===== config.mk =====
export PLATFORM = sky130hd
export DESIGN_NAME = uart_rx_buf_ctrl_flat
export DESIGN_NICKNAME = d
export VERILOG_FILES = /design/src/rtl/uart_rx_buf_ctrl_pkg.sv /design/src/rtl/uart_rx_buf_ctrl_if.sv /design/src/rtl/uart_rx_buf_ctrl_flow.sv /design/src/rtl/uart_rx_buf_ctrl.sv /design/src/flat_wrapper.sv
export SDC_FILE = /design/constraint.sdc
export NUM_CORES = 1
export LEC_CHECK = 0
export CORE_MARGIN = 2
export CORE_UTILIZATION = 30
export DETAILED_ROUTE_END_ITERATION = 12
export PLACE_DENSITY = 0.78
export SYNTH_ARGS = -nofsm -noshare
export SYNTH_HDL_FRONTEND = slang
export SYNTH_HIERARCHICAL = 1
export SYNTH_SLANG_ARGS = --single-unit

===== constraint.sdc =====
create_clock -name clk -period 1.7 [get_ports clk]
set_input_delay 0.425 -clock clk [delete_from_list [all_inputs] [get_ports clk]]
set_output_delay 0.425 -clock clk [all_outputs]
set_load 0.05 [all_outputs]

===== src/rtl/uart_rx_buf_ctrl_pkg.sv =====
// Shared types and helpers for the UART receive-buffer controller.
package uart_buf_pkg;

  localparam int PERR_CNT_W = 8;

  typedef enum logic {
    IDLE  = 1'b0,
    VALID = 1'b1
  } rd_state_e;

  function automatic logic parity_err(input logic [7:0] data, input logic pbit, input logic odd);
    return ((^data) ^ pbit) != odd;
  endfunction

endpackage


===== src/rtl/uart_rx_buf_ctrl_if.sv =====
// Receiver, FIFO and downstream stream signals of the RX buffer controller.
interface uart_rx_buf_ctrl_if;
  logic       rx_valid;
  logic [7:0] rx_data;
  logic       rx_parity;
  logic       fifo_wr_en;
  logic [8:0] fifo_din;
  logic       fifo_rd_en;
  logic [8:0] fifo_dout;
  logic       fifo_full;
  logic       fifo_empty;
  logic       m_valid;
  logic [7:0] m_data;
  logic       m_perr;
  logic       m_ready;

  modport master (
    input  rx_valid, rx_data, rx_parity, fifo_dout, fifo_full, fifo_empty, m_ready,
    output fifo_wr_en, fifo_din, fifo_rd_en, m_valid, m_data, m_perr
  );

  modport slave (
    output rx_valid, rx_data, rx_parity, fifo_dout, fifo_full, fifo_empty, m_ready,
    input  fifo_wr_en, fifo_din, fifo_rd_en, m_valid, m_data, m_perr
  );
endinterface


===== src/rtl/uart_rx_buf_ctrl_flow.sv =====
// Occupancy counter and RTS watermark hysteresis for the RX FIFO.
module rx_flow_ctrl #(
  parameter int DEPTH   = 8,
  parameter int CNT_W   = 4,
  parameter int HIGH_WM = 6,
  parameter int LOW_WM  = 2
) (
  input  logic             clk,
  input  logic             reset,
  input  logic             wr_en,
  input  logic             rd_en,
  output logic [CNT_W-1:0] level,
  output logic             rts_n
);

  localparam logic [CNT_W-1:0] DEPTH_LVL = CNT_W'(DEPTH);
  localparam logic [CNT_W-1:0] HIGH_LVL  = CNT_W'(HIGH_WM);
  localparam logic [CNT_W-1:0] LOW_LVL   = CNT_W'(LOW_WM);

  logic [CNT_W-1:0] level_nxt;

  always_comb begin
    level_nxt = level;
    if (wr_en && !rd_en && level != DEPTH_LVL)
      level_nxt = level + 1'b1;
    else if (rd_en && !wr_en && level != '0)
      level_nxt = level - 1'b1;
  end

  // rts_n follows the new level so both registers move on the same edge
  always_ff @(posedge clk) begin
    if (reset) begin
      level <= '0;
      rts_n <= 1'b0;
    end else begin
      level <= level_nxt;
      if (level_nxt >= HIGH_LVL)
        rts_n <= 1'b1;
      else if (level_nxt <= LOW_LVL)
        rts_n <= 1'b0;
    end
  end

endmodule


===== src/rtl/uart_rx_buf_ctrl.sv =====
// UART RX buffer controller: parity tagging, FIFO write/drain, flow control, status.
// Parity checking is built only when RX_PARITY_CHECK_EN is defined.
//   state | meaning
//   IDLE  | no byte presented; reads FIFO as soon as it is non-empty
//   VALID | byte from FIFO dout presented on m_data until m_ready
module uart_rx_buf_ctrl
  import uart_buf_pkg::*;
#(
  parameter int DEPTH      = 8,
  parameter int CNT_W      = 4,
  parameter int HIGH_WM    = 6,
  parameter int LOW_WM     = 2,
  parameter int PARITY_ODD = 0
) (
  input  logic                  clk,
  input  logic                  reset,
  uart_rx_buf_ctrl_if.master    bus,
  input  logic                  clr_status,
  output logic                  rts_n,
  output logic                  overrun,
  output logic [PERR_CNT_W-1:0] perr_count,
  output logic [CNT_W-1:0]      level
);

  rd_state_e state;
  logic      perr;

`ifdef RX_PARITY_CHECK_EN
  assign perr       = parity_err(bus.rx_data, bus.rx_parity, PARITY_ODD != 0);
  assign bus.m_perr = bus.fifo_dout[8];

  always_ff @(posedge clk) begin
    if (reset || clr_status)
      perr_count <= '0;
    else if (bus.fifo_wr_en && perr && perr_count != '1)
      perr_count <= perr_count + 1'b1;
  end
`else
  logic [1:0] unused_parity_bits;
  assign unused_parity_bits = {bus.rx_parity, bus.fifo_dout[8]};
  assign perr       = 1'b0;
  assign bus.m_perr = 1'b0;
  assign perr_count = '0;
`endif

  // No write-through: a full FIFO drops the frame even if it is being read
  assign bus.fifo_wr_en = bus.rx_valid && !bus.fifo_full;
  assign bus.fifo_din   = {perr, bus.rx_data};
  assign bus.fifo_rd_en = !bus.fifo_empty && (state == IDLE || bus.m_ready);
  assign bus.m_data     = bus.fifo_dout[7:0];

  always_ff @(posedge clk) begin
    if (reset || clr_status)
      overrun <= 1'b0;
    else if (bus.rx_valid && bus.fifo_full)
      overrun <= 1'b1;
  end

  always_ff @(posedge clk) begin
    if (reset) begin
      state       <= IDLE;
      bus.m_valid <= 1'b0;
    end else begin
      case (state)
        IDLE: if (!bus.fifo_empty) begin
          state       <= VALID;
          bus.m_valid <= 1'b1;
        end
        VALID: if (bus.m_ready && bus.fifo_empty) begin
          state       <= IDLE;
          bus.m_valid <= 1'b0;
        end
        default: begin
          state       <= IDLE;
          bus.m_valid <= 1'b0;
        end
      endcase
    end
  end

  rx_flow_ctrl #(
    .DEPTH  (DEPTH),
    .CNT_W  (CNT_W),
    .HIGH_WM(HIGH_WM),
    .LOW_WM (LOW_WM)
  ) u_flow (
    .clk  (clk),
    .reset(reset),
    .wr_en(bus.fifo_wr_en),
    .rd_en(bus.fifo_rd_en),
    .level(level),
    .rts_n(rts_n)
  );

endmodule


===== src/flat_wrapper.sv =====
// flat-port wrapper written by rule: the top's interface ports become plain ports
module uart_rx_buf_ctrl_flat import uart_buf_pkg::*;
#(
  parameter int DEPTH      = 8,
  parameter int CNT_W      = 4,
  parameter int HIGH_WM    = 6,
  parameter int LOW_WM     = 2,
  parameter int PARITY_ODD = 0
)
  (clk, reset, clr_status, rts_n, overrun, perr_count, level, bus_rx_valid, bus_rx_data, bus_rx_parity, bus_fifo_dout, bus_fifo_full, bus_fifo_empty, bus_m_ready, bus_fifo_wr_en, bus_fifo_din, bus_fifo_rd_en, bus_m_valid, bus_m_data, bus_m_perr);
  uart_rx_buf_ctrl_if bus_i ();
  input  logic clk;
  input  logic reset;
  input  logic clr_status;
  output logic rts_n;
  output logic overrun;
  output logic [PERR_CNT_W-1:0] perr_count;
  output logic [CNT_W-1:0] level;
  input wire logic [$bits(bus_i.rx_valid)-1:0] bus_rx_valid;
  input wire logic [$bits(bus_i.rx_data)-1:0] bus_rx_data;
  input wire logic [$bits(bus_i.rx_parity)-1:0] bus_rx_parity;
  input wire logic [$bits(bus_i.fifo_dout)-1:0] bus_fifo_dout;
  input wire logic [$bits(bus_i.fifo_full)-1:0] bus_fifo_full;
  input wire logic [$bits(bus_i.fifo_empty)-1:0] bus_fifo_empty;
  input wire logic [$bits(bus_i.m_ready)-1:0] bus_m_ready;
  output wire logic [$bits(bus_i.fifo_wr_en)-1:0] bus_fifo_wr_en;
  output wire logic [$bits(bus_i.fifo_din)-1:0] bus_fifo_din;
  output wire logic [$bits(bus_i.fifo_rd_en)-1:0] bus_fifo_rd_en;
  output wire logic [$bits(bus_i.m_valid)-1:0] bus_m_valid;
  output wire logic [$bits(bus_i.m_data)-1:0] bus_m_data;
  output wire logic [$bits(bus_i.m_perr)-1:0] bus_m_perr;
  assign bus_i.rx_valid = bus_rx_valid;
  assign bus_i.rx_data = bus_rx_data;
  assign bus_i.rx_parity = bus_rx_parity;
  assign bus_i.fifo_dout = bus_fifo_dout;
  assign bus_i.fifo_full = bus_fifo_full;
  assign bus_i.fifo_empty = bus_fifo_empty;
  assign bus_i.m_ready = bus_m_ready;
  assign bus_fifo_wr_en = bus_i.fifo_wr_en;
  assign bus_fifo_din = bus_i.fifo_din;
  assign bus_fifo_rd_en = bus_i.fifo_rd_en;
  assign bus_m_valid = bus_i.m_valid;
  assign bus_m_data = bus_i.m_data;
  assign bus_m_perr = bus_i.m_perr;
  uart_rx_buf_ctrl #(.DEPTH(DEPTH), .CNT_W(CNT_W), .HIGH_WM(HIGH_WM), .LOW_WM(LOW_WM), .PARITY_ODD(PARITY_ODD)) u_core (.clk(clk), .reset(reset), .bus(bus_i), .clr_status(clr_status), .rts_n(rts_n), .overrun(overrun), .perr_count(perr_count), .level(level));
endmodule

# == Word level (Yosys, flattened, before mapping) ==
# Index checks and enable logic that the tools add are counted.
# classes
n_eq_ne,3
bitwise,1
n_lt_le_gt_ge,2
n_mux,10
add_sub_neg,2
reduce_logical,17
# ops
op,count
logical AND 1 bit,8
2-to-1 mux 4 bit,2
2-to-1 mux 1 bit,6
adder 4 x 1 -> 4 bit (second input constant),1
>= comparator 4 x 3 -> 1 bit (second input constant),1
<= comparator 4 x 2 -> 1 bit (second input constant),1
zero test 1 bit,4
!= test 2 bit (second input constant),2
!= test 4 bit (second input constant),1
one-hot mux 1 bit (2 select lines),2
nonzero test 4 bit,1
subtractor 4 x 1 -> 4 bit (second input constant),1
logical OR 1 bit,2
AND reduction 2 bit,1
nonzero test 2 bit,1
NOT 1 bit,1
# word_totals
word_cells,40
input_bits,25
out_inout_bits,35
register_bits,8

# == Depth between registers and ports, before layout ==
# Gate-level depths: netlist of the first run.
# depth
ltp_word,10
ltp_mapped,7
ltp_nobuf,7

# == Modules after synthesis ==
# Netlist of the first run, hierarchy kept.
# modules_own_cells
module,instances,area_each_um2,cells_each,seq_area_each_um2
rx_flow_ctrl,1,355.3,42,100.1
uart_rx_buf_ctrl,1,311.5,39,60.1

# == Worst setup path after synthesis of the first run ==
# Ideal clock, no wire load.
# synth_path
path_type,input port to flip-flop
start,input port bus_rx_valid
end,register u_core.u_flow.rts_n
stages,6
arrival_time_ns,2.024
setup_slack_ns,-0.452
path_buffers,0
path_cell_list,nor2b_1 -> nor2b_1 -> and2_2 -> a22oi_1 -> xor2_1 -> a31oi_1
# synth_between
elab_chain_len,8
elab_cells_between_ends,12
# synth_lines
item,line_no,text
"start, declared",flat_wrapper.sv:19,input wire logic [$bits(bus_i.rx_valid)-1:0] bus_rx_valid;
logical AND 1 bit (*),uart_rx_buf_ctrl.sv:47,assign bus.fifo_wr_en = bus.rx_valid && !bus.fifo_full;
zero test 1 bit,uart_rx_buf_ctrl_flow.sv:26,else if (rd_en && !wr_en && level != '0)
logical AND 1 bit (2 in a row),uart_rx_buf_ctrl_flow.sv:26,
2-to-1 mux 4 bit,uart_rx_buf_ctrl_flow.sv:26,
2-to-1 mux 4 bit (*),uart_rx_buf_ctrl_flow.sv:24,if (wr_en && !rd_en && level != DEPTH_LVL)
>= comparator 4 x 3 -> 1 bit / <= comparator 4 x 2 -> 1 bit (equally long branches),"uart_rx_buf_ctrl_flow.sv:37, uart_rx_buf_ctrl_flow.sv:39",
2-to-1 mux 1 bit / nonzero test 2 bit (equally long branches),-,
"end signal, assigned",uart_rx_buf_ctrl_flow.sv:34,rts_n <= 1'b0;
"end signal, assigned",uart_rx_buf_ctrl_flow.sv:38,rts_n <= 1'b1;
"end signal, assigned",uart_rx_buf_ctrl_flow.sv:40,rts_n <= 1'b0;
"end, declared",uart_rx_buf_ctrl_flow.sv:13,output logic rts_n
# Every way passes the cells marked *; elsewhere a longest branch is shown, timed or not.
# A chain may end at the register's enable or synchronous reset.

# == Final worst setup path of the first run ==
# layout_path
start,input port bus_m_ready
end,output port bus_fifo_rd_en
# layout_between
elab_chain_len,2
# layout_lines
item,line_no,text
"start, declared",flat_wrapper.sv:25,input wire logic [$bits(bus_i.m_ready)-1:0] bus_m_ready;
logical OR 1 bit,uart_rx_buf_ctrl.sv:49,assign bus.fifo_rd_en = !bus.fifo_empty && (state == IDLE || bus.m_ready);
logical AND 1 bit,uart_rx_buf_ctrl.sv:49,
"end, declared",flat_wrapper.sv:28,output wire logic [$bits(bus_i.fifo_rd_en)-1:0] bus_fifo_rd_en;
# No other way between the ends.

==> results of run 1 <==
==> power groups by stage <==
stage,clock network (uW),logic [uW],registers (uW)
after floorplan,0,475,469
after detailed placement,0,784,305
after global placement,0,766,304
after global routing,163,913,319
after CTS,150,839,307
final,142,864,311
==> routing by layer <==
layer  track usage, %  vias to the layer above  part of all wire, %
li1                 -                      259                    -
met1             10.1                      237                   36
met5                0                        -                    0
met4             10.8                        0                  3.6
met2             18.8                       13                   54
met3             2.05                        6                  5.6
==> worst max-delay path, cell delays in order <==
cell and delay (ns):
dlygate4sd2_1 0.24, nand2b_4 0.14, and2b_4 0.19, buf_6 0.12, buf_12 0.13
==> through the flow <==
stage          setup slack, ns  TNS [ns]  area (sq um)  cells
3_5_place_dp            -0.428     -1.91           815    115
3_3_place_gp            -0.415     -1.77           815    115
2_1_floorplan         0.000516         0           737     90
5_1_grt                0.00330         0           883    119
4_1_cts                 0.0273         0           863    118
6_report                0.0264         0           883    119
==> cells by family after synthesis <==
group                    synth area share [%]
buffers and inverters                    31.0
AND/OR/NAND/NOR                          24.8
AO/OA/AOI/OAI                            13.3
flip-flops                               24.0
XOR/XNOR                                 2.63
adder cells (fa/ha/maj)                  3.75
other                                   0.562
==> cell type report <==
type,instances,area [sq um],share of cell area (%)
multi-input combinational,53,402,45.5
timing repair buffer,24,244,27.6
sequential,8,169,19.1
tap,28,35.0,3.97
clock buffer,3,22.5,2.55
inverter,3,11.3,1.27
==> placed cells by master, fill, tap and decap left out, types with 3 or more instances in the layout <==
cell	n
a21oi_1	4
buf_12	4
buf_4	13
clkbuf_4	3
conb_1	10
dfxtp_1	5
dlygate4sd2_1	4
nor2_1	4
o21ai_0	4
==> state kept, by name (all words and copies together) (netlist names) <==
name / flops
u_core/overrun: 1
u_core/state: 1
u_core/bus.m_valid: 1
u_core/u_flow/level: 4
u_core/u_flow/rts_n: 1
==> worst min path at each step <==
| stage | end | slack (ns) | cells past startpoint |
|---|---|---|---|
| 3_3_place_gp | u_core/bus.m_valid$_SDFFE_PP0P_ | 0.45 | 1 |
| 6_report | u_core/bus.m_valid$_SDFFE_PP0P_ | 0.47 | 1 |
| 3_5_place_dp | u_core/bus.m_valid$_SDFFE_PP0P_ | 0.46 | 1 |
| 5_1_grt | u_core/bus.m_valid$_SDFFE_PP0P_ | 0.50 | 1 |
| 2_1_floorplan | u_core/state$_SDFF_PP0_ | 0.48 | 2 |
| 4_1_cts | u_core/bus.m_valid$_SDFFE_PP0P_ | 0.47 | 1 |
==> repair_timing <==
item	in CTS	in global routing
hold buffers	0	0
pin swaps	3	3
endpoints found under the setup margin	5	4
resized for setup	9	5
buffers inserted	0	1
==> results_tabular.tex, run 1 <==
\begin{tabular}{lr}
\hline
Metric & Value \\
\hline
\multicolumn{2}{l}{\textbf{Critical path}} \\
\quad Setup slack of the worst register-to-register path & 0.11 ns \\
\quad Arrival time worst endpoint & 1.25 ns \\
\quad Worst r2r dst & u\_core/u\_flow/rts\_n\$\_SDFFE\_PP0P\_ \\
\quad Reg2reg path depth & 7 \\
\quad Highest net fanout along the worst path & 3 \\
\quad Kind of start point of the critical path & input pin \\
\quad FF-to-FF Start & u\_core/u\_flow/level[1]\$\_SDFF\_PP0\_ \\
\quad CP endpoint kind & output pin \\
\quad Critical path type & in2out \\
\quad Critical path destination & bus\_fifo\_rd\_en \\
\quad Worst Setup SP & bus\_m\_ready \\
\quad Critical path data required time & between 1 and 1.5 ns \\
\multicolumn{2}{l}{\textbf{STA}} \\
\quad Layout Skew & 0.00429 ns \\
\quad Final critical-path required period & about 1.7 ns \\
\quad Hold slack final & 0.473 ns \\
\quad Unrepaired setup endpoints after global routing & false \\
\quad Final count of hold timing violations & 0 \\
\quad Final slew viol count & 0 \\
\quad Period utilization & 98.4\% \\
\quad Count of final setup violators & 0 \\
\quad Highest clock frequency the design can meet & 0.598 GHz \\
\multicolumn{2}{l}{\textbf{Global route}} \\
\quad First-pass GRT wire length & 2.06 mm \\
\quad Pin count of the biggest net entering global routing & 9 \\
\quad Global-route usage over all layers & 10.7\% \\
\quad Leftover overflow at the end of global routing & 0 \\
\quad Vias in the first global route & 499 \\
\quad Antenna violations before repair & 0 \\
\multicolumn{2}{l}{\textbf{Placement}} \\
\quad HPWL after detailed placement & 994 um \\
\quad Gp weighted congestion & just over 0.8 \\
\quad I/O Buffers & 15 \\
\multicolumn{2}{l}{\textbf{Pwr}} \\
\quad Part of the power in registers & 23.6\% \\
\quad Switching power total & about 610 uW \\
\quad Total Power & 1320 uW \\
\quad Switching portion of total power & 46.2\% \\
\quad Static Leakage & around 0.0004 uW \\
\quad Combinational share of power & $\sim$66\% \\
\quad Worst IR drop on VDD & 0.749 mV \\
\quad P per Cell Area & 1490 nW/um\^{}2 \\
\quad Internal & a little over 700 uW \\
\quad Clock Power Share & 10.8\% \\
\multicolumn{2}{l}{\textbf{Clock tree}} \\
\quad H-tree level count & 1 \\
\quad CTS Sinks & 8 \\
\quad CTS tree & done \\
\quad Reg clk slew, reported paths & 0.05 ns \\
\quad Max Buffers Root-to-Sink & 2 \\
\quad Clk root buf & clkbuf\_4 \\
\quad Worst-skew pair later-pin latency & $\sim$0.25 ns \\
\quad Clock buffers created by TritonCTS & 3 \\
\multicolumn{2}{l}{\textbf{Drt}} \\
\quad Iteration-0 DRC count of the detailed router & 2 \\
\quad Number of iterations in the first detailed-routing pass & 4 \\
\quad Number of remaining DRC errors & 0 \\
\quad DR vias/cell & 4.33 \\
\quad Routed wire length & approximately 1.3 mm \\
\quad Remaining number of nets flagged by the antenna check after routing & 0 \\
\quad Average detailed-routed wire length per instance & 10.8 um \\
\quad Via count & just over 500 \\
\multicolumn{2}{l}{\textbf{Floorplanning}} \\
\quad Effective utilization at floorplan & 31.0\% \\
\quad Placeable core region & 2150 sq um \\
\quad Floorplan die height & 51.2 um \\
\quad IO Pins & 60 \\
\quad Floorplan die area & roughly 2600 sq um \\
\quad Die X & 51.2 um \\
\quad Number of placement rows & 17 \\
\multicolumn{2}{l}{\textbf{Synthesis}} \\
\quad Most frequent cell after synthesis & buf\_4 \\
\quad Ranking of synthesized cells by instance count & buf\_4, dfxtp\_1, a21oi\_1, nor2\_1, o21ai\_0 \\
\quad Portion of the post-synthesis area used by sequential elements & 24.0\% \\
\quad Mean instance size in the synthesized netlist & 8.23 sq um \\
\quad Syn Std Cell Area & between 600 and 700 sq um \\
\quad Largest area contributor in the netlist & buf\_4 \\
\quad Predominant post-synthesis flop cell & dfxtp\_1 \\
\quad Area fraction of the dominant cell type after synthesis & 29.3\% \\
\quad FF+latch count, synth & 8 \\
\quad Number of warnings reported in the yosys synthesis log & 6 \\
\quad Area contributors post-synth & buf\_4, dfxtp\_1, a21oi\_1 \\
\quad Number of flops mapped to enable cells by yosys & 0 \\
\quad Number of distinct standard cells referenced by the synthesized netlist & 29 \\
\quad Fraction of registers with async set or reset after synthesis & 0\% \\
\quad Synthesized instance count & 81 \\
\multicolumn{2}{l}{\textbf{Hold path}} \\
\quad Hold Crit Start & u\_core/bus.m\_valid\$\_SDFFE\_PP0P\_ \\
\quad Worst min-delay path class & reg2reg \\
\multicolumn{2}{l}{\textbf{Status}} \\
\quad Outcome & completed \\
\multicolumn{2}{l}{\textbf{Flow run}} \\
\quad Number of violations of the max-capacitance limit & 0 \\
\multicolumn{2}{l}{\textbf{Cells and area}} \\
\quad Area overhead of the layout relative to synthesis & 32.5\% \\
\quad Filler instances & 210 \\
\quad Final \#Nets & 120 \\
\quad Diode count & 0 \\
\quad Core occupancy in the finished layout & 41.1\% \\
\quad Share of cells above drive strength 1 & 44.0\% \\
\hline
\end{tabular}
No activity file was read; power rests on OpenSTA's default activity.
==> run 2: changes to the inputs <==
--- a/config.mk
+++ b/config.mk
@@ -13,3 +13,4 @@
 export SYNTH_HDL_FRONTEND = slang
 export SYNTH_HIERARCHICAL = 1
 export SYNTH_SLANG_ARGS = --single-unit
+export TNS_END_PERCENT = 100
==> results of run 2 <==
Final layout, timing and power as in run 1 (identical DEF).
==> run 3: changes to the inputs <==
--- a/config.mk
+++ b/config.mk
@@ -5,7 +5,6 @@
 export SDC_FILE = /design/constraint.sdc
 export NUM_CORES = 1
 export LEC_CHECK = 0
-export CORE_MARGIN = 2
 export CORE_UTILIZATION = 30
 export DETAILED_ROUTE_END_ITERATION = 12
 export PLACE_DENSITY = 0.78
==> run 3 against run 2 <==
Critical path depth grew 2. Fmax up 2.8%. Die area shrank 7.7%. Largest power group unchanged.
==> results_tabular.tex, run 3 (synthesis results as in run 1) <==
\begin{tabular}{lr}
\hline
Metric & Value \\
\hline
\multicolumn{2}{l}{\textbf{Global route}} \\
\quad Vias in the first global route & between 500 and 600 \\
\quad First-pass GRT wire length & 2.28 mm \\
\quad Antenna violations before repair & 0 \\
\quad Pin count of the biggest net entering global routing & 9 \\
\quad Global-route usage over all layers & $\sim$13\% \\
\quad Leftover overflow at the end of global routing & 0 \\
\multicolumn{2}{l}{\textbf{Cells and area}} \\
\quad Final \#Nets & 120 \\
\quad Diode count & 0 \\
\quad Design Area, Final & 893 sq um \\
\quad Highest-count cells in the layout ignoring fill and taps & buf\_4, conb\_1, a21oi\_1, dfxtp\_1 \\
\quad Share of cells above drive strength 1 & 43.5\% \\
\quad Final non-filler cell total & around 120 \\
\quad Largest register FFs & 4 \\
\quad Most common cell after layout, fill and taps aside & buf\_4 \\
\quad Combined flip-flop and latch cell area & between 150 and 200 sq um \\
\quad Top register by number of flip-flops & u\_core/u\_flow/level \\
\quad Footprint of the multi-input gates & 404 sq um \\
\quad Filler instances & around 210 \\
\quad Area overhead of the layout relative to synthesis & 34.0\% \\
\multicolumn{2}{l}{\textbf{Placement}} \\
\quad Gp weighted congestion & 0.771 \\
\quad I/O Buffers & 15 \\
\quad Cell total after placement & 115 \\
\quad Standard cell area after detailed placement & between 800 and 900 sq um \\
\quad HPWL after detailed placement & 1.06 mm \\
\multicolumn{2}{l}{\textbf{STA}} \\
\quad Unrepaired setup endpoints after global routing & true \\
\quad Final slew viol count & 0 \\
\quad Final count of hold timing violations & 0 \\
\quad Count of final setup violators & 0 \\
\quad Highest clock frequency the design can meet & 0.614 GHz \\
\quad TNS Setup & 0 ns \\
\quad Period utilization & between 90 and 100\% \\
\quad Layout Skew & $\sim$0.0051 ns \\
\quad Hold slack final & 0.509 ns \\
\quad Final critical-path required period & 1.63 ns \\
\multicolumn{2}{l}{\textbf{Drt}} \\
\quad DR vias/cell & 4.65 \\
\quad Routed wire length & 1.46 mm \\
\quad Average detailed-routed wire length per instance & between 10 and 15 um \\
\quad Number of remaining DRC errors & 0 \\
\quad Remaining number of nets flagged by the antenna check after routing & 0 \\
\quad Number of iterations in the first detailed-routing pass & 4 \\
\quad Iteration-0 DRC count of the detailed router & 9 \\
\quad Via count & 553 \\
\multicolumn{2}{l}{\textbf{Floorplanning}} \\
\quad Effective utilization at floorplan & between 30\% and 40\% \\
\quad Floorplan die height & 49.2 um \\
\quad Floorplan die area & 2420 sq um \\
\quad IO Pins & 60 \\
\quad Placeable core region & about 2000 sq um \\
\quad Number of placement rows & 16 \\
\quad Die X & 49.2 um \\
\multicolumn{2}{l}{\textbf{Status}} \\
\quad Outcome & completed \\
\multicolumn{2}{l}{\textbf{Hold path}} \\
\quad Worst min-delay path class & reg2reg \\
\quad Endpoint, Worst Hold & u\_core/bus.m\_valid\$\_SDFFE\_PP0P\_ \\
\quad Number of cells on the worst hold path & 1 \\
\quad Hold Crit Start & u\_core/bus.m\_valid\$\_SDFFE\_PP0P\_ \\
\multicolumn{2}{l}{\textbf{Critical path}} \\
\quad Critical path type & reg2reg \\
\quad Setup slack of the worst register-to-register path & 0.07 ns \\
\quad Reg2reg path depth & 7 \\
\quad Worst r2r dst & u\_core/u\_flow/rts\_n\$\_SDFFE\_PP0P\_ \\
\quad Kind of start point of the critical path & flip-flop \\
\quad Critical path data required time & 1.83 ns \\
\quad CP endpoint kind & flip-flop \\
\quad Highest net fanout along the worst path & 5 \\
\quad Arrival time worst endpoint & 1.76 ns \\
\quad FF-to-FF Start & u\_core/u\_flow/level[1]\$\_SDFF\_PP0\_ \\
\multicolumn{2}{l}{\textbf{Flow run}} \\
\quad Number of violations of the max-capacitance limit & 0 \\
\multicolumn{2}{l}{\textbf{Pwr}} \\
\quad P per Cell Area & 1540 nW/um\^{}2 \\
\quad Part of the power in registers & 22.0\% \\
\quad Worst IR drop on VDD & 0.623 mV \\
\quad Combinational share of power & about two thirds \\
\quad Switching power total & between 600 and 700 uW \\
\quad Clock Power Share & 11.6\% \\
\quad Internal & 748 uW \\
\quad Switching portion of total power & a little under half \\
\quad Static Leakage & 0.000398 uW \\
\quad Total Power & between 1000 and 1500 uW \\
\multicolumn{2}{l}{\textbf{Clock tree}} \\
\quad Number of hold buffers added after cts & 0 \\
\quad Max Buffers Root-to-Sink & 2 \\
\quad Worst-skew pair later-pin latency & 0.26 ns \\
\quad CTS Sinks & 8 \\
\quad Clock buffers created by TritonCTS & 3 \\
\quad CTS tree & done \\
\quad Clk root buf & clkbuf\_4 \\
\quad H-tree level count & 1 \\
\quad Reg clk slew, reported paths & 0.06 ns \\
\hline
\end{tabular}
-- run 3: cell count changes in the layout (fill, tap and decap cells not counted), sizes merged --
| cell | delta |
|---|---|
| dlygate4sd2 | -1 |
| clkdlybuf4s15 | +1 |
| clkbuf | +1 |
-- run 3: worst max-delay path: stages (launching register included) --
cell	delay [ns]
dfxtp_4	0.34
inv_2	0.09
ha_4	0.16
nor3b_4	0.26
nor3b_1	0.11
or3_4	0.34
o211ai_1	0.10
a31oi_1	0.10
-- run 3: worst max path at each step --
| stage | from | end | slack [ns] | cells past startpoint |
|---|---|---|---|---|
| floorplan | bus_m_ready | u_core/u_flow/rts_n$_SDFFE_PP0P_ | 0.0005 | 7 |
| global placement | bus_m_ready | u_core/u_flow/rts_n$_SDFFE_PP0P_ | -0.44 | 8 |
| detailed placement | bus_m_ready | u_core/u_flow/rts_n$_SDFFE_PP0P_ | -0.42 | 8 |
| CTS | bus_m_ready | bus_fifo_rd_en | 0.02 | 5 |
| global route | u_core/u_flow/level[1]$_SDFF_PP0_ | u_core/u_flow/rts_n$_SDFFE_PP0P_ | -0.02 | 7 |
| finish | u_core/u_flow/level[1]$_SDFF_PP0_ | u_core/u_flow/rts_n$_SDFFE_PP0P_ | 0.07 | 7 |
-- run 3: routing by layer --
metal  wire, um  GRT usage (%)
met1        542           13.5
met2        780           21.5
met3         98           3.12
met5          0              0
met4         38           9.31
-- run 3: per-stage QoR --
stage          util (%)  setup slack (ns)
3_3_place_gp       40.6            -0.436
6_report           44.2            0.0713
4_1_cts            43.8            0.0174
5_1_grt            44.2           -0.0159
3_5_place_dp       40.6            -0.423
2_1_floorplan         -          0.000516
-- run 3: final cells by class --
| cell class | count | share of cell area (%) |
|---|---|---|
| inverters | 3 | 1.26 |
| multi-input cells | 53 | 45.2 |
| repair buffers | 24 | 27.9 |
| flip-flops and latches | 8 | 18.9 |
| clock buffers | 4 | 2.94 |
| well taps | 27 | 3.78 |
-- run 3: timing repair --
item | CTS | global route
pin swaps | 2 | 2
endpoints found under the setup margin | 6 | 4
setup buffers | 0 | 0
resized for setup | 11 | 5
-- run 3: power groups by stage --
stage	Sequential (uW)	Combinational, uW	Clock, uW
final	303	914	160
after global routing	310	965	186
after CTS	300	895	169
after detailed placement	297	806	0
after global placement	295	789	0
after floorplan	469	475	0
